--- config.mk ---
export PLATFORM = sky130hd
export DESIGN_NAME = display_scan_ctrl
export DESIGN_NICKNAME = d
export VERILOG_FILES = /design/src/rtl/display_scan_ctrl.sv
export SDC_FILE = /design/constraint.sdc
export NUM_CORES = 1
export LEC_CHECK = 0
export CAP_MARGIN = 20
export CORE_MARGIN = 3
export CORE_UTILIZATION = 54
export DETAILED_ROUTE_END_ITERATION = 12
export HOLD_SLACK_MARGIN = 0.15
export PLACE_DENSITY = 0.77
export SLEW_MARGIN = 40
export SYNTH_ARGS = -nofsm -noshare
export SYNTH_HDL_FRONTEND = slang
export SYNTH_SLANG_ARGS = --single-unit
--- constraint.sdc ---
create_clock -name clk -period 3.5 [get_ports clk]
set_input_delay 0.525 -clock clk [delete_from_list [all_inputs] [get_ports clk]]
set_output_delay 0.525 -clock clk [all_outputs]
set_load 0.01 [all_outputs]
--- src/rtl/display_scan_ctrl.sv ---
// rtl/display_scan_ctrl.sv - binary to BCD converter with multiplexed 4-digit 7-segment scan
module display_scan_ctrl #(
    parameter int SCAN_DIV = 50000,
    parameter bit BLANK_LZ = 1'b1
) (
    input  logic        clk,
    input  logic        rst,
    input  logic        load,
    input  logic [13:0] value_in,
    output logic [3:0]  bcd_out,
    output logic [3:0]  digit_sel,
    output logic        busy,
    output logic        overflow
);

    localparam int PW = (SCAN_DIV > 2) ? $clog2(SCAN_DIV) : 1;
    localparam logic [PW-1:0] PRESC_MAX = PW'(SCAN_DIV - 1);

    typedef enum logic [1:0] {
        IDLE    = 2'd0,
        CONVERT = 2'd1,
        COMMIT  = 2'd2
    } state_t;

    state_t        state_q, state_d;
    logic [13:0]   val_q, val_d;
    logic [15:0]   scr_q, scr_d;
    logic [3:0]    cnt_q, cnt_d;
    logic [15:0]   disp_q, disp_d;
    logic          ovf_q, ovf_d;
    logic [PW-1:0] presc_q, presc_d;
    logic [1:0]    idx_q, idx_d;
    logic [3:0]    dsel_q, dsel_d;
    logic [3:0]    bcd_q, bcd_d;

    logic [15:0]   adj;
    logic [15:0]   upper;
    logic [3:0]    bit_idx;

    always_comb begin
        state_d = state_q;
        val_d   = val_q;
        scr_d   = scr_q;
        cnt_d   = cnt_q;
        disp_d  = disp_q;
        ovf_d   = ovf_q;
        adj     = scr_q;
        bit_idx = 4'd13 - cnt_q;

        for (int i = 0; i < 4; i++) begin
            if (adj[4*i +: 4] >= 4'd5) begin
                adj[4*i +: 4] = adj[4*i +: 4] + 4'd3;
            end
        end

        case (state_q)
            IDLE: begin
                if (load) begin
                    val_d   = value_in;
                    scr_d   = 16'h0000;
                    cnt_d   = 4'd0;
                    state_d = CONVERT;
                end
            end
            CONVERT: begin
                scr_d = {adj[14:0], val_q[bit_idx]};
                cnt_d = cnt_q + 4'd1;
                if (cnt_q == 4'd13) begin
                    state_d = COMMIT;
                end
            end
            COMMIT: begin
                // Values above 9999 cannot be shown in four digits, so all digits go dark
                if (val_q > 14'd9999) begin
                    disp_d = 16'hFFFF;
                    ovf_d  = 1'b1;
                end else begin
                    disp_d = scr_q;
                    ovf_d  = 1'b0;
                end
                state_d = IDLE;
            end
            default: state_d = IDLE;
        endcase
    end

    always_comb begin
        presc_d = presc_q + PW'(1);
        idx_d   = idx_q;
        if (presc_q == PRESC_MAX) begin
            presc_d = '0;
            idx_d   = idx_q + 2'd1;
        end

        // Select and blank from the next index so bcd_out and digit_sel switch on the same edge
        dsel_d = ~(4'b0001 << idx_d);
        upper  = disp_q >> {idx_d, 2'b00};
        bcd_d  = upper[3:0];
        if (BLANK_LZ && (idx_d != 2'd0) && (upper == 16'h0000)) begin
            bcd_d = 4'hF;
        end
    end

    always_ff @(posedge clk) begin
        if (rst) begin
            state_q <= IDLE;
            val_q   <= '0;
            scr_q   <= '0;
            cnt_q   <= '0;
            disp_q  <= '0;
            ovf_q   <= 1'b0;
            presc_q <= '0;
            idx_q   <= 2'd0;
            dsel_q  <= 4'b1110;
            bcd_q   <= 4'h0;
        end else begin
            state_q <= state_d;
            val_q   <= val_d;
            scr_q   <= scr_d;
            cnt_q   <= cnt_d;
            disp_q  <= disp_d;
            ovf_q   <= ovf_d;
            presc_q <= presc_d;
            idx_q   <= idx_d;
            dsel_q  <= dsel_d;
            bcd_q   <= bcd_d;
        end
    end

    assign busy      = (state_q != IDLE);
    assign overflow  = ovf_q;
    assign digit_sel = dsel_q;
    assign bcd_out   = bcd_q;

endmodule

== After elaboration in Yosys (flattened, before gate mapping) ==
Cells that the tools add are included.

* Mux-type cells: 17
* Eq/ne operators: 6
* Bitwise operators: 1
* Reduce and logical (&&, ||, !) cells: 10
* Magnitude comparators: 6
* Add/subtract/negate cells: 8
* Shifts and indexed selects: 2

{| class="wikitable"
|+ Operators with widths
! cell !! number
|-
| 2-to-1 mux 16 bit || 2
|-
| one-hot mux 16 bit (2 select lines) || 1
|-
| 2-to-1 mux 4 bit || 5
|-
| adder 16 x 1 -> 16 bit, second input constant || 1
|-
| equality test 16 bit, second input constant || 1
|-
| >= comparator 4 x 3 -> 1 bit, second input constant || 4
|-
| logical NOT 16 bit || 1
|-
| right shift 16 x 4 -> 16 bit || 1
|-
| > comparator 14 bit, second input constant || 1
|-
| adder 4 x 2 -> 4 bit, second input constant || 3
|-
| one-hot mux 4 bit (2 select lines) || 1
|-
| 2-to-1 mux 2 bit || 3
|-
| AND reduction 2 bit || 3
|-
| nonzero test 2 bit || 3
|-
| < comparator 4 x 5 -> 1 bit, second input constant || 1
|-
| adder 4 x 1 -> 4 bit, second input constant || 1
|-
| binary-select mux 1 bit (select 4 bit) || 1
|-
| equality test 4 bit, second input constant || 1
|-
| inequality test 2 bit, second input constant || 2
|-
| NOT 4 bit || 1
|-
| one-hot mux 2 bit (2 select lines) || 1
|-
| << shifter 1 x 2 -> 4 bit, first input constant || 1
|-
| subtractor 4 bit, first input constant || 1
|-
| adder 3 x 2 -> 3 bit, second input constant || 1
|-
| other kinds (8) || 9
|}

* Output and inout bits: 10
* Register bits after elaboration: 79
* Word-level logic and storage cells: 60

== Logic depth before layout (Yosys ltp) ==
* Depth in word-level cells: 6
* Depth in mapped cells: 7
* Gate-level depth less buffers: 7

== Worst setup path after synthesis ==
OpenSTA, ideal clock, no wires.

* Kind: register -> register
* From: register cnt_q[1]
* To: register scr_q[0]
* Path buffers: 1
* Stages on the path, launching flop included: 6
* Data arrival time: 1.611 ns
* Period minus slack after synthesis: 1.743 ns
* Path slack: 1.757 ns
* Data required time: 3.368 ns
* Cell sequence: dfxtp_1 -> clkbuf_1 -> mux4_2 -> mux2_2 -> o211ai_1 -> a21oi_1

* Longest elaborated chain between the ends: 4

{| class="wikitable"
|+ Ends and longest elaborated chain
! element !! RTL line !! RTL
|-
| start, declared || 28 || <nowiki>logic [3:0] cnt_q, cnt_d;</nowiki>
|-
| start signal, assigned || 120 || <nowiki>cnt_q <= cnt_d;</nowiki>
|-
| subtractor 4 bit || 48 || <nowiki>bit_idx = 4'd13 - cnt_q;</nowiki>
|-
| binary-select mux 1 bit (select 4 bit) || 66 || <nowiki>scr_d = {adj[14:0], val_q[bit_idx]};</nowiki>
|-
| 2-to-1 mux 1 bit (implied by the code) || 66 ||
|-
| one-hot mux 16 bit (2 select lines) || 56 || <nowiki>case (state_q)</nowiki>
|-
| end signal, assigned || 119 || <nowiki>scr_q <= scr_d;</nowiki>
|-
| end, declared || 27 || <nowiki>logic [15:0] scr_q, scr_d;</nowiki>
|}

Every way passes these cells. The select of a mux whose other input is x is not followed.
A chain may end at the register's enable or synchronous reset.

== Final worst setup path ==
* From: register state_q[1]
* To: output port busy

* Longest elaborated chain between the ends: 1

{| class="wikitable"
|+ Ends and longest elaborated chain
! element !! RTL line !! RTL
|-
| start, declared || 25 || <nowiki>state_t state_q, state_d;</nowiki>
|-
| start signal, assigned || 117 || <nowiki>state_q <= state_d;</nowiki>
|-
| nonzero test 2 bit || 130 || <nowiki>assign busy = (state_q != IDLE);</nowiki>
|-
| end, declared || 12 || <nowiki>output logic busy,</nowiki>
|}

Every way passes these cells.

==> impl_metrics.ini <==
[status]
status = finished, final reports clean

[setup_path]
arrival_ps = 1530
critPathKind = register to output port
required_ps = 2970
start_kind = register
endpoint_kind = output port
worst-path-max-fanout = 5

[logic_synthesis]
netlist-cell-type-count = 38
synth-seq-cells = 79
async_reset_ff_frac = 0
synthCells = 434
synth_warnings = 0
synth_seq_area_share = 0.435
avgSynthCellArea_sq_um = 8.37
synth_edf_count = 0
synth_ff_type = dfxtp_1
syn-num-nets = 464
syn-cell-area_sq_mm = 0.00363

[grt]
grt_overflow_total = 0
grt_pass1_wl_mm = 12.3
antenna_found_initial = 0
grt_use_total = 0.198
grt_max_degree = 33
grt_pass1_vias = 2782

[layout]
ff_latch_area_sq_mm = 0.00158
instances_no_fill = 531
drive_gt1_frac = 0.0727
final_core_util = 0.640
nNetsFinal = 480
final_area_sq_mm = 0.00411
area_growth_pct = 13.1
fillers = 548
n_antenna_cell = 0
multi_input_area_sq_mm = 0.00192

[job]
drv_cap = 0

[drt]
postRouteWirelength_mm = 7.12
post_drt_wl_per_cell_um = 13.4
ant_nets = 0
drtIter0Drc = 153
via_count = 2985
drc = 0
vias_per_cell = 5.62
dr.pass1.iters = 4

[clock_tree]
path_clk_slew_ps = 70
cts.htree.levels = 3
post_cts_buffers = 0
clock_sinks = 79
clk_latency_ps = 360
cts_repair_resize_count = 0
numCtsBuffers = 9
cts_tree = built
root_buffer = clkbuf_8
holdBufCountCts = 0
max-clock-path-buffers = 2

[sta]
tightest_slew_ps = 727
finalCritPeriodShare = 0.588
fmax_ghz = 0.486
min_period_ps = 2060
rsz0062_at_grt = no
report.final.setup_viol = 0
hold_violations = 0
hold_ws_ps = 445
fin_skew_ps = 11.4
maxSlewViolCount = 0
max_slew_margin = 0.514
fin_ws_ps = 1440
fin_tns_setup_ps = 0

[floorplan]
pin_count = 27
rows = 29
initial_core_util = 0.566
fp.dieW_um = 88.0
die_area_sq_mm = 0.00775
core_sq_mm = 0.00642
die_h_um = 88.0

[place]
hpwl_mm = 4.71
place_area_sq_mm = 0.00393
io_buffers = 26
place_worst_setup_slack_ps = 1370
gp_congestion = 0.785
dp.cells = 516

[power_and_ir_drop]
p_leak_nw = 1.51
power.total_mw = 1.67
power.density_mw_per_mm2 = 407
ir_drop_mv = 0.196

[worst_hold_path]
hold_class = register to register
[cell usage in the layout, fill, tap and decap left out, types with 6 or more instances in the layout]
| master | Yosys | routed |
|---|---|---|
| dfxtp_1 | 79 | 79 |
| nor2_1 | 41 | 41 |
| ha_1 | 13 | 13 |
| nand2b_1 | 7 | 6 |
| clkdlybuf4s50_1 | 0 | 25 |
| o21ai_0 | 12 | 12 |
| a21oi_1 | 40 | 40 |
| xnor2_1 | 10 | 10 |
| nor3_1 | 11 | 11 |
| clkbuf_8 | 0 | 9 |
| nand2_1 | 78 | 77 |
| inv_1 | 14 | 14 |
| xor2_1 | 13 | 13 |
| nand3_1 | 21 | 21 |
| a31oi_1 | 20 | 20 |
[Yosys cell counts (all sizes together) (5+ instances only)]
cell | instances | area, sq um
nand2b | 7 | 43.8
dfxtp | 79 | 1580
mux2i | 5 | 50.1
mux2 | 5 | 56.3
inv | 14 | 52.6
xnor2 | 11 | 104
nor2 | 41 | 154
nand3 | 21 | 105
nor3 | 11 | 55.1
xor2 | 13 | 114
o21ai | 12 | 60.1
clkbuf | 22 | 82.6
a21oi | 40 | 200
ha | 13 | 163
nand2 | 78 | 293
a31oi | 20 | 125
[path summary, 6_finish.rpt]
path | start | end | slack [ps] | cells past startpoint
setup / recovery | state_q[1] | busy | 1440 | 3
hold / removal | presc_q[0] | presc_q[0] | 450 | 1
setup reg to reg | presc_q[0] | bcd_out[3] | 1590 | 6
hold reg to reg | presc_q[0] | presc_q[0] | 450 | 1
[layout make-up]
| cell class | instances | area share |
|---|---|---|
| clock buffers | 10 | 0.0311 |
| clock inverters | 5 | 0.0122 |
| inverters | 14 | 0.0128 |
| multi-input cells | 317 | 0.468 |
| flip-flops and latches | 79 | 0.385 |
| well taps | 77 | 0.0234 |
| repair buffers | 29 | 0.0676 |
[routing by layer]
layer / track usage / wire length, um / up-vias
met2: 0.329 / 3290 / 54
li1: - / - / 1529
met1: 0.249 / 3420 / 1393
met4: 0.0962 / 125 / 0
met5: 0 / 0 / -
met3: 0.0357 / 281 / 9
[kinds of logic (layout without fill, tap and decap cells)]
logic type | Yosys count | after routing | synth area share
AND/OR/NAND/NOR | 182 | 182 | 0.236
AO/OA/AOI/OAI | 85 | 85 | 0.137
flip-flops | 79 | 79 | 0.435
buffers and inverters | 38 | 58 | 0.0396
XOR/XNOR | 24 | 24 | 0.0599
adder cells (fa/ha/maj) | 13 | 13 | 0.0448
multiplexers | 13 | 13 | 0.0479
[critical path, stage by stage (launching register included)]
cell and delay (ps):
dfxtp_1 340, nor2_1 290, inv_1 70, clkdlybuf4s50_1 480
[where the power goes]
part,total (mW),internal (mW),switching [mW]
registers,0.930,0.914,0.0160
logic,0.100,0.0415,0.0589
clock network,0.641,0.321,0.320
[sequential cells by signal, summed over array words and instances (netlist names)]
name       count
bcd_out        4
cnt_q          4
digit_sel      4
disp_q        16
idx_q          2
overflow       1
presc_q       16
scr_q         16
state_q        2
val_q         14
(Power assumes the default switching activity.)
